[src/rtl/alu_arbiter_pkg.sv]
// Shared definitions for the ALU arbiter slice: opcode width and encodings
// seen on the ALU opcode bus, and the arbiter FSM state type.
package salamander_pkg;

  localparam int OP_W = 4;

  localparam logic [OP_W-1:0] OP_ADD = 4'd0;
  localparam logic [OP_W-1:0] OP_SUB = 4'd1;
  localparam logic [OP_W-1:0] OP_INC = 4'd2;
  localparam logic [OP_W-1:0] OP_DEC = 4'd3;
  localparam logic [OP_W-1:0] OP_AND = 4'd4;
  localparam logic [OP_W-1:0] OP_OR  = 4'd5;
  localparam logic [OP_W-1:0] OP_XOR = 4'd6;
  localparam logic [OP_W-1:0] OP_SHL = 4'd7;
  localparam logic [OP_W-1:0] OP_SHR = 4'd8;

  typedef enum logic [1:0] {
    IDLE = 2'd0,
    EXEC = 2'd1,
    RESP = 2'd2
  } arb_state_t;

endpackage

[src/rtl/alu_arbiter_if.sv]
// Requester-side bundle of the ALU arbiter.
//   req_valid/req_ready  per-requester request handshake
//   req_op/left/right/carry  per-requester payload, index i = requester i
//   rsp_valid/rsp_ready  per-requester response handshake
//   rsp_data/rsp_carry   shared result bus
// master = requester side, slave = arbiter side.
interface alu_arbiter_if
  import salamander_pkg::*;
#(
  parameter int SIZE    = 8,
  parameter int NUM_REQ = 2
);

  logic [NUM_REQ-1:0]           req_valid;
  logic [NUM_REQ-1:0]           req_ready;
  logic [NUM_REQ-1:0][OP_W-1:0] req_op;
  logic [NUM_REQ-1:0][SIZE-1:0] req_left;
  logic [NUM_REQ-1:0][SIZE-1:0] req_right;
  logic [NUM_REQ-1:0]           req_carry;
  logic [NUM_REQ-1:0]           rsp_valid;
  logic [NUM_REQ-1:0]           rsp_ready;
  logic [SIZE-1:0]              rsp_data;
  logic                         rsp_carry;

  modport master (
    output req_valid, req_op, req_left, req_right, req_carry, rsp_ready,
    input  req_ready, rsp_valid, rsp_data, rsp_carry
  );

  modport slave (
    input  req_valid, req_op, req_left, req_right, req_carry, rsp_ready,
    output req_ready, rsp_valid, rsp_data, rsp_carry
  );

endinterface

[src/rtl/alu_arbiter_picker.sv]
// rr_picker: stateless round-robin selection.
//   req_valid   in   pending requests
//   last_grant  in   index granted last
//   grant_oh    out  one-hot winner (zero if none valid)
//   grant_idx   out  winner index
//   grant_any   out  at least one request valid
// Search order is last_grant+1, last_grant+2, ... wrapping modulo NUM_REQ.
module rr_picker #(
  parameter  int NUM_REQ = 2,
  localparam int GW      = $clog2(NUM_REQ)
) (
  input  logic [NUM_REQ-1:0] req_valid,
  input  logic [GW-1:0]      last_grant,
  output logic [NUM_REQ-1:0] grant_oh,
  output logic [GW-1:0]      grant_idx,
  output logic               grant_any
);

  logic [GW-1:0] cand;

  always_comb begin
    grant_oh  = '0;
    grant_idx = '0;
    cand      = '0;
    // Walk from the farthest candidate back to the nearest; the last hit
    // overwrites earlier ones, so the nearest valid after last_grant wins.
    for (int k = NUM_REQ; k >= 1; k--) begin
      cand = GW'((int'(last_grant) + k) % NUM_REQ);
      if (req_valid[cand]) begin
        grant_oh       = '0;
        grant_oh[cand] = 1'b1;
        grant_idx      = cand;
      end
    end
  end

  assign grant_any = |req_valid;

endmodule

[src/rtl/alu_arbiter.sv]
// alu_arbiter: shares one combinational ALU between NUM_REQ requesters.
//   clk, rstn        clock / async active-low reset
//   bus (slave)      request + response handshakes (see alu_arbiter_if)
//   grant_id         requester owning the current transaction
//   busy             high in EXEC and RESP
//   alu_ce           ALU enable, high only in EXEC
//   alu_op_code/left/right/carry_in  registered ALU inputs
//   alu_op_out/carry_out             ALU result, captured at end of EXEC
// Flow: IDLE (arbitrate, capture payload) -> EXEC (ALU enabled, capture
// result) -> RESP (hold result until the owner takes it) -> IDLE.
module alu_arbiter
  import salamander_pkg::*;
#(
  parameter  int SIZE    = 8,
  parameter  int NUM_REQ = 2,
  localparam int GW      = $clog2(NUM_REQ)
) (
  input  logic             clk,
  input  logic             rstn,
  alu_arbiter_if.slave     bus,
  output logic [GW-1:0]    grant_id,
  output logic             busy,
  output logic             alu_ce,
  output logic [OP_W-1:0]  alu_op_code,
  output logic [SIZE-1:0]  alu_left,
  output logic [SIZE-1:0]  alu_right,
  output logic             alu_carry_in,
  input  logic [SIZE-1:0]  alu_op_out,
  input  logic             alu_carry_out
);

  arb_state_t         state, state_nxt;
  logic [GW-1:0]      last_grant;
  logic [NUM_REQ-1:0] pick_oh;
  logic [GW-1:0]      pick_idx;
  logic               pick_any;
  logic               accept, rsp_take;
  logic [SIZE-1:0]    rsp_data_q;
  logic               rsp_carry_q;

  rr_picker #(.NUM_REQ(NUM_REQ)) u_pick (
    .req_valid  (bus.req_valid),
    .last_grant (last_grant),
    .grant_oh   (pick_oh),
    .grant_idx  (pick_idx),
    .grant_any  (pick_any)
  );

  always_comb begin
    state_nxt     = state;
    accept        = 1'b0;
    rsp_take      = 1'b0;
    busy          = 1'b0;
    alu_ce        = 1'b0;
    bus.req_ready = '0;
    bus.rsp_valid = '0;
    unique case (state)
      IDLE: if (pick_any) begin
        accept    = 1'b1;
        state_nxt = EXEC;
        // Gated so a requester never sees an accept while reset is held.
        if (rstn) bus.req_ready = pick_oh;
      end
      EXEC: begin
        busy      = 1'b1;
        alu_ce    = 1'b1;
        state_nxt = RESP;
      end
      RESP: begin
        busy                    = 1'b1;
        bus.rsp_valid[grant_id] = 1'b1;
        // Only the owner's rsp_ready matters; others are ignored.
        if (bus.rsp_ready[grant_id]) begin
          rsp_take  = 1'b1;
          state_nxt = IDLE;
        end
      end
      default: state_nxt = IDLE;
    endcase
  end

  always_ff @(posedge clk or negedge rstn) begin
    if (!rstn) begin
      state        <= IDLE;
      last_grant   <= GW'(NUM_REQ - 1);
      grant_id     <= '0;
      alu_op_code  <= '0;
      alu_left     <= '0;
      alu_right    <= '0;
      alu_carry_in <= 1'b0;
      rsp_data_q   <= '0;
      rsp_carry_q  <= 1'b0;
    end else begin
      state <= state_nxt;
      // Operands are only loaded on accept, so the ALU inputs stay quiet
      // between transactions.
      if (accept) begin
        grant_id     <= pick_idx;
        alu_op_code  <= bus.req_op[pick_idx];
        alu_left     <= bus.req_left[pick_idx];
        alu_right    <= bus.req_right[pick_idx];
        alu_carry_in <= bus.req_carry[pick_idx];
      end
      if (state == EXEC) begin
        rsp_data_q  <= alu_op_out;
        rsp_carry_q <= alu_carry_out;
      end
      if (rsp_take) last_grant <= grant_id;
    end
  end

  assign bus.rsp_data  = rsp_data_q;
  assign bus.rsp_carry = rsp_carry_q;

endmodule

[src/flat_wrapper.sv]
// flat-port wrapper written by rule: the top's interface ports become plain ports
module alu_arbiter_flat import salamander_pkg::*;
#(
  parameter  int SIZE    = 8,
  parameter  int NUM_REQ = 2,
  localparam int GW      = $clog2(NUM_REQ)
)
  (clk, rstn, grant_id, busy, alu_ce, alu_op_code, alu_left, alu_right, alu_carry_in, alu_op_out, alu_carry_out, bus_req_valid, bus_req_op, bus_req_left, bus_req_right, bus_req_carry, bus_rsp_ready, bus_req_ready, bus_rsp_valid, bus_rsp_data, bus_rsp_carry);
  alu_arbiter_if #(.SIZE(SIZE), .NUM_REQ(NUM_REQ)) bus_i ();
  input  logic clk;
  input  logic rstn;
  output logic [GW-1:0] grant_id;
  output logic busy;
  output logic alu_ce;
  output logic [OP_W-1:0] alu_op_code;
  output logic [SIZE-1:0] alu_left;
  output logic [SIZE-1:0] alu_right;
  output logic alu_carry_in;
  input  logic [SIZE-1:0] alu_op_out;
  input  logic alu_carry_out;
  input wire logic [$bits(bus_i.req_valid)-1:0] bus_req_valid;
  input wire logic [$bits(bus_i.req_op)-1:0] bus_req_op;
  input wire logic [$bits(bus_i.req_left)-1:0] bus_req_left;
  input wire logic [$bits(bus_i.req_right)-1:0] bus_req_right;
  input wire logic [$bits(bus_i.req_carry)-1:0] bus_req_carry;
  input wire logic [$bits(bus_i.rsp_ready)-1:0] bus_rsp_ready;
  output wire logic [$bits(bus_i.req_ready)-1:0] bus_req_ready;
  output wire logic [$bits(bus_i.rsp_valid)-1:0] bus_rsp_valid;
  output wire logic [$bits(bus_i.rsp_data)-1:0] bus_rsp_data;
  output wire logic [$bits(bus_i.rsp_carry)-1:0] bus_rsp_carry;
  assign bus_i.req_valid = bus_req_valid;
  assign bus_i.req_op = bus_req_op;
  assign bus_i.req_left = bus_req_left;
  assign bus_i.req_right = bus_req_right;
  assign bus_i.req_carry = bus_req_carry;
  assign bus_i.rsp_ready = bus_rsp_ready;
  assign bus_req_ready = bus_i.req_ready;
  assign bus_rsp_valid = bus_i.rsp_valid;
  assign bus_rsp_data = bus_i.rsp_data;
  assign bus_rsp_carry = bus_i.rsp_carry;
  alu_arbiter #(.SIZE(SIZE), .NUM_REQ(NUM_REQ)) u_core (.clk(clk), .rstn(rstn), .bus(bus_i), .grant_id(grant_id), .busy(busy), .alu_ce(alu_ce), .alu_op_code(alu_op_code), .alu_left(alu_left), .alu_right(alu_right), .alu_carry_in(alu_carry_in), .alu_op_out(alu_op_out), .alu_carry_out(alu_carry_out));
endmodule
[config.mk]
export PLATFORM = sky130hd
export DESIGN_NAME = alu_arbiter_flat
export DESIGN_NICKNAME = d
export VERILOG_FILES = /design/src/rtl/alu_arbiter_pkg.sv /design/src/rtl/alu_arbiter_if.sv /design/src/rtl/alu_arbiter_picker.sv /design/src/rtl/alu_arbiter.sv /design/src/flat_wrapper.sv
export SDC_FILE = /design/constraint.sdc
export NUM_CORES = 1
export LEC_CHECK = 0
export ABC_AREA = 1
export ABC_CLOCK_PERIOD_IN_PS = 4000
export BUFFER_PORTS_ARGS = -buffer_cell sky130_fd_sc_hd__buf_2
export CAP_MARGIN = 25
export CORE_MARGIN = 4
export CORE_UTILIZATION = 35
export DETAILED_ROUTE_END_ITERATION = 10
export GPL_TIMING_DRIVEN = 1
export SETUP_SLACK_MARGIN = 0.4
export SYNTH_ARGS = -nofsm -noshare
export SYNTH_HDL_FRONTEND = slang
export SYNTH_SLANG_ARGS = --single-unit
[constraint.sdc]
create_clock -name clk -period 4 [get_ports clk]
set_clock_uncertainty 0.1 [all_clocks]
set_input_delay 0.2 -clock clk [delete_from_list [all_inputs] [get_ports clk]]
set_output_delay 0.2 -clock clk [all_outputs]
set_load 0.1 [all_outputs]
## Word-level counts from Yosys, hierarchy flattened

Cells that the tools add are included.

| cells by class | value |
|---|---|
| reduce and logical (&&, ||, !) cells | 7 |
| order comparisons | 7 |
| add/sub/neg operators | 2 |
| muxes and demuxes | 37 |
| eq/ne operators | 4 |

Operators by type and width:

| kind | number |
|---|---|
| $mux 8 | 4 |
| $mux 1 | 19 |
| $mux 2 | 8 |
| $lt 1x2->1 const B | 4 |
| $mux 4 | 2 |
| $pmux 2 s3 | 1 |
| $ne 2x1->1 const B | 2 |
| $reduce_or 2->1 | 2 |
| $demux 1 s1 | 3 |
| $ge 1x1->1 const B | 3 |
| $logic_and 1x1->1 | 3 |
| $add 1x1->1 const B | 2 |
| $eq 2x1->1 const B | 1 |
| $eq 2x2->1 const B | 1 |
| $logic_not 2->1 | 1 |
| $reduce_and 2->1 | 1 |

| word-level totals | value |
|---|---|
| input port bits | 57 |
| bits in registers | 34 |

## Longest topological paths before layout

Gate-level depths: netlist (run 1).

| logic depth | value |
|---|---|
| depth after elaboration | 10 |
| gate-level depth with buffers | 8 |

## By module

A second synthesis (run 1) with hierarchy kept.

| unflattened totals | value |
|---|---|
| cell total of the unflattened synthesis | 177 |
| area, all modules | 1647.8 µm² |

Modules (own cells, without submodules):

| module | times used | cells an instance | area each (µm²) |
|---|---|---|---|
| alu_arbiter | 1 | 170 | 1614.0 |
| rr_picker | 1 | 7 | 33.8 |

## Least setup slack after synthesis (run 1)

OpenSTA, ideal clock, no wires.

| path | value |
|---|---|
| path type | register to output |
| from | register u_core.grant_id |
| to | output bus_rsp_valid[0] |
| setup slack | 1.521 ns |
| path buffers | 0 |
| required time | 3.700 ns |
| cell stages (with the launch flop) | 2 |
| data arrival time | 2.179 ns |
| path through | dfrtp_1 -> nor2_1 |

| between the ends | value |
|---|---|
| word-level cells in the longest chain between the ends | 5 |
| elaborated cells on any way between the ends | 6 |

RTL lines:

| element | RTL line | text |
|---|---|---|
| start: declaration | alu_arbiter.sv:21 | `output logic [GW-1:0] grant_id,` |
| start signal: assignment | alu_arbiter.sv:98 | `grant_id <= pick_idx;` |
| $lt 1x2->1 (implied by the code) / $ge 1x1->1 (equally long branches) | alu_arbiter.sv:71 | `bus.rsp_valid[grant_id] = 1'b1;` |
| $logic_and 1x1->1 (implied by the code) | alu_arbiter.sv:71 |  |
| $mux 1 (implied by the code) | alu_arbiter.sv:71 |  |
| $demux 1 s1 (*) | - |  |
| $mux 2 (*) | alu_arbiter.sv:57 | `unique case (state)` |
| end: declaration | flat_wrapper.sv:28 | `output wire logic [$bits(bus_i.rsp_valid)-1:0] bus_rsp_valid;` |

Every way passes the cells marked *; elsewhere a longest branch is shown, timed or not.

## Worst setup path after layout (run 1)

| path | value |
|---|---|
| from | register u_core.last_grant |
| to | output bus_req_ready[0] |

| between the ends | value |
|---|---|
| word-level cells in the longest chain between the ends | 10 |
| elaborated cells on any way between the ends | 21 |

RTL lines:

| element | RTL line | text |
|---|---|---|
| start: declaration | alu_arbiter.sv:33 | `logic [GW-1:0] last_grant;` |
| start signal: assignment | alu_arbiter.sv:85 | `last_grant <= GW'(NUM_REQ - 1);` |
| start signal: assignment | alu_arbiter.sv:108 | `if (rsp_take) last_grant <= grant_id;` |
| $add 1x1->1 | alu_arbiter_picker.sv:28 | `cand = GW'((int'(last_grant) + k) % NUM_REQ);` |
| $lt 1x2->1 (implied by the code) / $ge 1x1->1 (equally long branches) | alu_arbiter_picker.sv:31 | `grant_oh[cand] = 1'b1;` |
| $logic_and 1x1->1 (implied by the code) | alu_arbiter_picker.sv:31 |  |
| $mux 1 (implied by the code) | alu_arbiter_picker.sv:31 |  |
| $demux 1 s1 | alu_arbiter_picker.sv:31 |  |
| $mux 2 | alu_arbiter_picker.sv:29 | `if (req_valid[cand]) begin` |
| $mux 2 (*) | alu_arbiter_picker.sv:29 |  |
| $mux 2 (*) | alu_arbiter.sv:62 | `if (rstn) bus.req_ready = pick_oh;` |
| $mux 2 (*) | alu_arbiter.sv:58 | `IDLE: if (pick_any) begin` |
| $mux 2 (*) | alu_arbiter.sv:57 |  |
| end: declaration | flat_wrapper.sv:27 | `output wire logic [$bits(bus_i.req_ready)-1:0] bus_req_ready;` |

Every way passes the cells marked *; elsewhere a longest branch is shown, timed or not. The select of a mux whose other input is x is not followed.

==> results of run 1 <==
-- worst max path at each step --
stage | startpoint | end | cells past startpoint | slack, ps
global placement | u_core.state[1]$_DFFE_PN0P_ | u_core.alu_right[7]$_DFFE_PN0P_ | 7 | 1680
CTS | u_core.last_grant$_DFFE_PN1P_ | bus_req_ready[0] | 5 | 1540
global route | u_core.state[1]$_DFFE_PN0P_ | u_core.alu_op_code[1]$_DFFE_PN0P_ | 7 | 1400
detailed placement | u_core.state[0]$_DFFE_PN0P_ | u_core.alu_left[3]$_DFFE_PN0P_ | 7 | 1620
finish | u_core.last_grant$_DFFE_PN1P_ | bus_req_ready[0] | 5 | 1580
floorplan | u_core.grant_id$_DFFE_PN0P_ | bus_rsp_valid[0] | 1 | 1520
-- flip-flops by register name, indices dropped and copies added (netlist names) --
signal,flops
u_core.bus.rsp_carry,1
u_core.state,2
u_core.last_grant,1
u_core.alu_left,8
u_core.alu_op_code,4
u_core.alu_right,8
u_core.alu_carry_in,1
u_core.bus.rsp_data,8
u_core.grant_id,1
-- synthesized netlist by cell type --
library cell	count
o21ai_0	3
buf_4	2
ha_1	4
mux2_2	9
inv_1	51
nand2_1	75
dfstp_2	1
inv_2	2
nand3_1	47
buf_2	9
dfrtp_1	33
a21oi_2	1
nor2_1	3
-- per-stage QoR --
step	area [um2]	hold slack, ps	std cells	worst slack [ps]	util, %
finish	2412	46.81	399	1584	49.44
floorplan	1814	-195.6	240	1521	-
global route	2412	29.04	399	1398	49.44
CTS	2412	33.61	399	1542	49.44
detailed placement	2311	237.2	390	1620	47.36
global placement	2311	236.4	390	1676	47.36
-- area by class of cell --
cell class / instances / share of cell area (%)
clock inverters: 1 / 0.2075
repair buffers: 95 / 20.02
flip-flops and latches: 34 / 35.32
multi-input cells: 142 / 29.15
well taps: 67 / 3.475
inverters: 53 / 8.247
clock buffers: 7 / 3.579
-- metal layers --
| metal | vias up | wire length (um) | track usage, % |
|---|---|---|---|
| met5 | - | 0 | 0 |
| met4 | 0 | 35 | 3.547 |
| met3 | 5 | 433 | 5.418 |
| met2 | 63 | 2180 | 25.25 |
| met1 | 756 | 1977 | 18.48 |
| li1 | 906 | - | - |
-- cell families after synthesis --
kind of cell,after synthesis,share of synthesized area [%]
multiplexers,9,5.586
flip-flops,34,46.97
adder cells (fa/ha/maj),4,2.759
AO/OA/AOI/OAI,4,1.310
buffers and inverters,64,14.28
AND/OR/NAND/NOR,125,29.10
-- worst register-to-register path, stage by stage, from the launching register on --
cell	delay [ps]
dfrtp_1	390
inv_1	110
ha_1	200
inv_1	70
a21oi_2	750
inv_2	390
nand2_1	150
nand2_1	70
-- repair_timing --
action | CTS | global route
setup endpoints to repair | 0 | 0
resized for setup | 0 | 0
hold endpoints to repair | 33 | 0
hold buffers | 1 | 0
==> impl_metrics.json, run 1 <==
{
  "grtUsageTotal_pct": 15.09,
  "diodes": 0,
  "final_max_slew_viol_count": 0,
  "min_path_cells": 2,
  "finalSetupViolCount": 0,
  "clk_pin_slew_ps": 70,
  "syn_to_final_growth_pct": 32.97,
  "finalCritPeriodShare_pct": 60.39,
  "crit_buf_inv": 2,
  "drc_errors": 0,
  "r2r_end": "u_core.alu_left[3]$_DFFE_PN0P_",
  "finalCriticalPeriod_ps": 2416,
  "critPathRequiredTime_ps": 3700,
  "final_cell_mix": "93 x buf_2, 75 x nand2_1, 51 x inv_1",
  "rows": 25,
  "cp_cell_sequence": "inv_1, nand2_1, nand3_1, nor2_1, buf_2",
  "crit_fanout": 23,
  "netlist-cell-type-count": 13,
  "slowest_delay_ps": 560,
  "min_path_type": "in2reg",
  "relSlewSlack_pct": 30.56,
  "cts-root-buf": "clkbuf_8",
  "die_y_um": 80.00,
  "post_cts_buffers": 0,
  "cts_max_level": 2,
  "wl_mm": 4.625,
  "boundaryPins": 94,
  "synth_area_um2": 1814,
  "clock-sinks": 34,
  "drt_iter0_drc": 79,
  "overflow": 0,
  "r2r_slack_ps": 1660,
  "rr_startpoint": "u_core.state[0]$_DFFE_PN0P_",
  "register_area_um2": 852.1,
  "die_area_um2": 6399,
  "routed_via_density": 4.336,
  "syn_avg_cell_area_um2": 7.559,
  "fin_tns_setup_ps": 0,
  "ant_nets": 0,
  "final-hold-violation-count": 0,
  "die_w_um": 80.00,
  "seq_area_frac_synth_pct": 46.97,
  "synthCells": 240,
  "drive_above_1_share_pct": 34.34,
  "yosys_warnings": 0,
  "hold_end": "u_core.bus.rsp_data[7]$_DFFE_PN0P_",
  "rsz0062_at_grt": "false",
  "clk_latency_ps": 280,
  "cts_max_path_buffers": 2,
  "wire_per_inst_um": 11.59,
  "yosysTopAreaCell": "dfrtp_1",
  "fillers": 521,
  "place.gp.congestion": 0.7602,
  "start_util_pct": 37.18,
  "num_vias": 1730,
  "num-nets-final": 392,
  "max_cap_viol_count": 0,
  "cp_top_family": "simple AND/OR/NAND/NOR gates",
  "tightest_slew_ps": 1042,
  "grt_max_degree": 37,
  "synth_seq_cells": 34,
  "ff2ff_path_depth": 7,
  "grt_pass1_wl_mm": 7.555,
  "synth_top_area_share_pct": 45.52,
  "outcome": "completed",
  "antenna_found_initial": 0,
  "start_kind": "flip-flop",
  "end_kind": "primary output",
  "cts_inserted_buffers": 5,
  "syn-num-nets": 301,
  "synthTopCellsByArea": "dfrtp_1 46%, nand2_1 16%, nand3_1 13%",
  "cts_tree": "built",
  "dr.pass1.iters": 4,
  "final_common_cell": "buf_2",
  "grt_pass1_vias": 1680,
  "dpl.hpwl_mm": 3.446,
  "multi_input_area_um2": 703.2,
  "io_buffers": 93,
  "worstPathArrival_ps": 2120,
  "crit_slowest_cell": "nand2_1",
  "coreArea_um2": 4880,
  "crit_type": "reg2out",
  "clock.fmax_mhz": 414.0,
  "worstHoldStart": "alu_op_out[7]"
}
Power of run 1 is left out: the tool's default activity adds up to more than one toggle a clock period on the data nets, which glitch-free logic cannot reach.
==> inputs of run 2 (changes only) <==
Settings changed: ABC_CLOCK_PERIOD_IN_PS 4000 to 2300.
Clock period 4 ns to 2.3 ns, I/O delays scaled along.
==> run 2 against run 1 <==
Against the previous run:
- design area is 7.5% higher
- non-clock buffer count is 15 higher
- critical endpoint is now alu_ce
- sequential share of layout area is 2.5 points lower
- via count is 4.3% higher
- critical path depth is 2 lower
- clock-buffer cell count is 1 lower
- wire length is 7.9% higher
- hold slack worse by 23 ps
- final cell count is 3.8% higher
==> impl_metrics.json, run 2 (synthesized netlist as in run 1, its figures left out) <==
{
  "cts_max_path_buffers": 2,
  "worstPathArrival_ps": 1550,
  "start_kind": "flip-flop",
  "start_util_pct": 37.18,
  "clk_pin_slew_ps": 70,
  "end_kind": "primary output",
  "place.gp.congestion": 0.8017,
  "drc_errors": 0,
  "rr_startpoint": "u_core.state[1]$_DFFE_PN0P_",
  "rsz0062_at_grt": "false",
  "coreArea_um2": 4880,
  "clk_latency_ps": 280,
  "clock.fmax_mhz": 566.8,
  "antenna_found_initial": 0,
  "crit_slowest_cell": "dfrtp_1",
  "finalCritPeriodShare_pct": 76.71,
  "finalCriticalPeriod_ps": 1764,
  "cts_tree": "built",
  "cts_max_level": 2,
  "postPlaceCellArea_um2": 2379,
  "routed_via_density": 4.357,
  "register_area_um2": 852.1,
  "ant_nets": 0,
  "clock-sinks": 34,
  "tightest_slew_ps": 501.9,
  "diodes": 0,
  "relSlewSlack_pct": 66.77,
  "wl_mm": 4.989,
  "final_common_cell": "buf_2",
  "outcome": "completed",
  "ff2ff_path_depth": 7,
  "num_vias": 1804,
  "num-nets-final": 407,
  "crit_type": "reg2out",
  "slowest_delay_ps": 420,
  "final_max_slew_viol_count": 0,
  "max_cap_viol_count": 0,
  "crit_buf_inv": 2,
  "io_buffers": 93,
  "drive_above_1_share_pct": 36.02,
  "post_cts_buffers": 0,
  "rows": 25,
  "multi_input_area_um2": 720.7,
  "wire_per_inst_um": 12.05,
  "fin_hold_ws_ps": 23.63,
  "overflow": 0,
  "final-hold-violation-count": 0,
  "dpl.hpwl_mm": 3.542,
  "cp_cell_sequence": "inv_1, ha_2, clkbuf_4",
  "hold_end": "u_core.alu_op_code[2]$_DFFE_PN0P_",
  "finalSetupViolCount": 0,
  "cts-root-buf": "clkbuf_8",
  "worstHoldStart": "bus_req_op[6]",
  "die_w_um": 80.00,
  "cp_top_family": "buffers and inverters",
  "grtUsageTotal_pct": 16.29,
  "r2r_end": "u_core.alu_right[6]$_DFFE_PN0P_",
  "grt_pass1_vias": 1817,
  "boundaryPins": 94,
  "dr.pass1.iters": 4,
  "grt_max_degree": 32,
  "syn_to_final_growth_pct": 42.97,
  "critPathRequiredTime_ps": 2090,
  "grt_pass1_wl_mm": 8.217,
  "drt_iter0_drc": 118,
  "die_y_um": 80.00,
  "crit_fanout": 11,
  "final_area_um2": 2594,
  "final_cell_mix": "89 x buf_2, 74 x nand2_1, 51 x inv_1",
  "r2r_slack_ps": 720,
  "cts_inserted_buffers": 5,
  "fin_tns_setup_ps": 0,
  "die_area_um2": 6399,
  "min_path_type": "in2reg",
  "min_path_cells": 5,
  "fillers": 516
}
==> run 2: cell types whose count changed in the layout (fill, tap and decap cells not counted), sizes merged <==
cell / before / now
clkinvlp: 0 / 1
clkbuf: 7 / 9
buf: 94 / 96
dlygate4sd3: 1 / 11
==> run 2: worst max path at each step <==
| stage | slack [ps] | cells past startpoint | start | to |
|---|---|---|---|---|
| floorplan | 360 | 1 | u_core.grant_id$_DFFE_PN0P_ | bus_rsp_valid[0] |
| global placement | 710 | 6 | u_core.last_grant$_DFFE_PN1P_ | bus_req_ready[1] |
| detailed placement | 680 | 6 | u_core.last_grant$_DFFE_PN1P_ | bus_req_ready[1] |
| CTS | 430 | 3 | u_core.state[1]$_DFFE_PN0P_ | alu_ce |
| global route | 400 | 6 | u_core.last_grant$_DFFE_PN1P_ | bus_req_ready[1] |
| finish | 540 | 3 | u_core.state[1]$_DFFE_PN0P_ | alu_ce |
==> run 2: through the flow <==
step | setup WS (ps) | instances | util, %
6_report | 535.7 | 414 | 53.15
5_1_grt | 402.8 | 414 | 53.15
4_1_cts | 429.3 | 414 | 53.00
3_5_place_dp | 682.5 | 395 | 48.74
3_3_place_gp | 710.7 | 395 | 48.74
2_1_floorplan | 359.7 | 240 | -
==> run 2: routing by layer <==
layer	vias up	track usage (%)	routed length, um
met5	-	0	0
met4	0	3.378	34
met3	4	5.643	410
met2	57	28.31	2504
met1	811	19.35	2040
li1	932	-	-
==> run 2: area by class of cell <==
type,count,share of cell area (%)
clock buffer,6,3.184
clock inverter,2,0.4824
inverter,53,7.670
multi-input combinational,142,27.79
sequential,34,32.85
tap,67,3.232
timing repair buffer,110,24.79
==> run 2: repair_timing <==
action                                  CTS  global route
hold buffers                             11             0
hold endpoints to repair                 44             0
gates resized for setup                   1             3
cloned                                    0             0
endpoints found under the setup margin    2             3
==> run 2: worst reg2reg max path, stage by stage, from the launching register on <==
cell     delay, ps
dfrtp_1        420
inv_1          110
ha_1           200
inv_1          100
a21oi_2        170
inv_2          190
nand2_1        120
nand2_1         50
Power of run 2 is left out for the same reason.
==> inputs of run 3 (changes only) <==
Settings changed: ABC_CLOCK_PERIOD_IN_PS 2300 to 1400, PLACE_DENSITY set to 0.67.
Clock period 2.3 ns to 1.4 ns, I/O delays scaled along.
==> run 3 against run 2 <==
Against the previous run:
- the flow now finishes with violations (setup timing)
- core utilization is 24 points higher
- worst setup slack worse by 660 ps
- final cell count is 11% higher
- wire length is 25% higher
- global-route usage is 5.0 points higher
- sequential share of layout area is 9.4 points lower
- register-to-register slack worse by 830 ps
- clock-buffer cell count is 1 higher
- hold slack worse by 17 ps
- highest routed layer unchanged
- flip-flop and latch count stayed put
- critical path depth is 3 higher
==> impl_metrics.json, run 3 (synthesized netlist as in run 1, its figures left out) <==
{
  "drive_above_1_share_pct": 47.96,
  "boundaryPins": 94,
  "syn_to_final_growth_pct": 107.3,
  "failed_checks": "setup timing",
  "num_vias": 2069,
  "final_cells": 460,
  "grt_max_degree": 22,
  "grt_pass1_wl_mm": 10.45,
  "relSlewSlack_pct": 84.67,
  "cts_inserted_buffers": 5,
  "finalCritPeriodShare_pct": 108.9,
  "dpl.hpwl_mm": 3.673,
  "end_kind": "primary output",
  "wl_mm": 6.252,
  "grtUsageTotal_pct": 21.30,
  "start_kind": "flip-flop",
  "dp_cells": 405,
  "crit_fanout": 4,
  "worstPathArrival_ps": 1360,
  "final_max_slew_viol_count": 0,
  "min_path_type": "in2reg",
  "cts_max_path_buffers": 2,
  "critPathRequiredTime_ps": 1230,
  "cts-root-buf": "clkbuf_8",
  "coreArea_um2": 4880,
  "die_w_um": 80.00,
  "finalCriticalPeriod_ps": 1525,
  "clk_pin_slew_ps": 70,
  "postPlaceCellArea_um2": 2659,
  "die_y_um": 80.00,
  "final-hold-violation-count": 0,
  "final_area_um2": 3761,
  "dr.pass1.iters": 4,
  "clk_latency_ps": 280,
  "tightest_slew_ps": 229.9,
  "drt_iter0_drc": 75,
  "clock-sinks": 34,
  "fillers": 322,
  "cts_max_level": 2,
  "rsz0062_at_grt": "true",
  "clock.fmax_mhz": 655.6,
  "outcome": "finished with violations",
  "crit_type": "reg2out",
  "final_common_cell": "nand2_1",
  "wire_per_inst_um": 13.59,
  "grt_pass1_vias": 2193,
  "finalSetupViolCount": 36,
  "num-nets-final": 452,
  "ant_nets": 0,
  "final_core_util_pct": 77.08,
  "overflow": 0,
  "io_buffers": 93,
  "antenna_found_initial": 0,
  "cts_tree": "built",
  "die_area_um2": 6399,
  "fin_ws_ps": -125.2,
  "routed_via_density": 4.498,
  "final_cell_mix": "67 x nand2_1, 56 x buf_2, 45 x inv_1, 45 x nand3_1, 38 x buf_12",
  "drc_errors": 0,
  "place.gp.congestion": 0.7862,
  "rows": 25,
  "start_util_pct": 37.18,
  "max_cap_viol_count": 0
}
run 3: path summary, 6_finish.rpt:
check	from	end	slack, ps	cells after the start
min in group asynchronous	rstn	u_core.grant_id$_DFFE_PN0P_	70	2
setup reg to reg	u_core.state[1]$_DFFE_PN0P_	u_core.alu_right[7]$_DFFE_PN0P_	-110	8
setup / recovery	u_core.last_grant$_DFFE_PN1P_	bus_req_ready[1]	-130	6
hold / removal	bus_req_right[5]	u_core.alu_right[5]$_DFFE_PN0P_	7	5
max in group asynchronous	rstn	u_core.last_grant$_DFFE_PN1P_	630	3
hold reg to reg	u_core.last_grant$_DFFE_PN1P_	u_core.last_grant$_DFFE_PN1P_	370	2
run 3: stage by stage:
stage	worst slack, ps	hold slack [ps]	TNS, ps
CTS	-123.8	4.100	-2948
finish	-125.2	7.053	-2844
global placement	43.44	-210.1	0
detailed placement	7.787	-209.9	0
global route	-190.8	31.47	-5134
floorplan	-112.7	-325.6	-3035
run 3: layout make-up:
class | instances | area (um2) | area share, %
Tap cell | 67 | 83.83 | 2.229
Inverter | 53 | 210.2 | 5.589
Timing Repair Buffer | 155 | 1623 | 43.15
Multi-Input combinational cell | 142 | 868.3 | 23.09
Sequential cell | 34 | 882.1 | 23.45
Clock buffer | 7 | 86.33 | 2.295
Clock inverter | 1 | 5.005 | 0.1331
Antenna cell | 1 | 2.502 | 0.06653
run 3: worst max-delay path: stages (launching register included):
cell and delay [ps]:
dfstp_2 540, inv_1 60, nand2_4 90, nand2_2 100, nand2_4 100, nor2_4 40
buf_12 150
run 3: what timing repair did:
action	4_1_cts	5_1_grt
endpoints found under the setup margin	71	71
gates cloned	0	1
hold endpoints to repair	65	0
setup buffers	10	3
gates resized for setup	146	7
hold buffers	32	0
pin swaps	7	2
run 3: layer usage:
| metal | global-route usage (%) | up-vias | part of all wire (%) | routed length [um] |
|---|---|---|---|---|
| met5 | 0 | - | 0 | 0 |
| met4 | 9.797 | 0 | 2.8 | 176 |
| met3 | 4.176 | 14 | 4.5 | 283 |
| met2 | 39.90 | 63 | 57 | 3534 |
| met1 | 22.61 | 968 | 36 | 2257 |
| li1 | - | 1024 | - | - |
Power of run 3 is left out for the same reason.
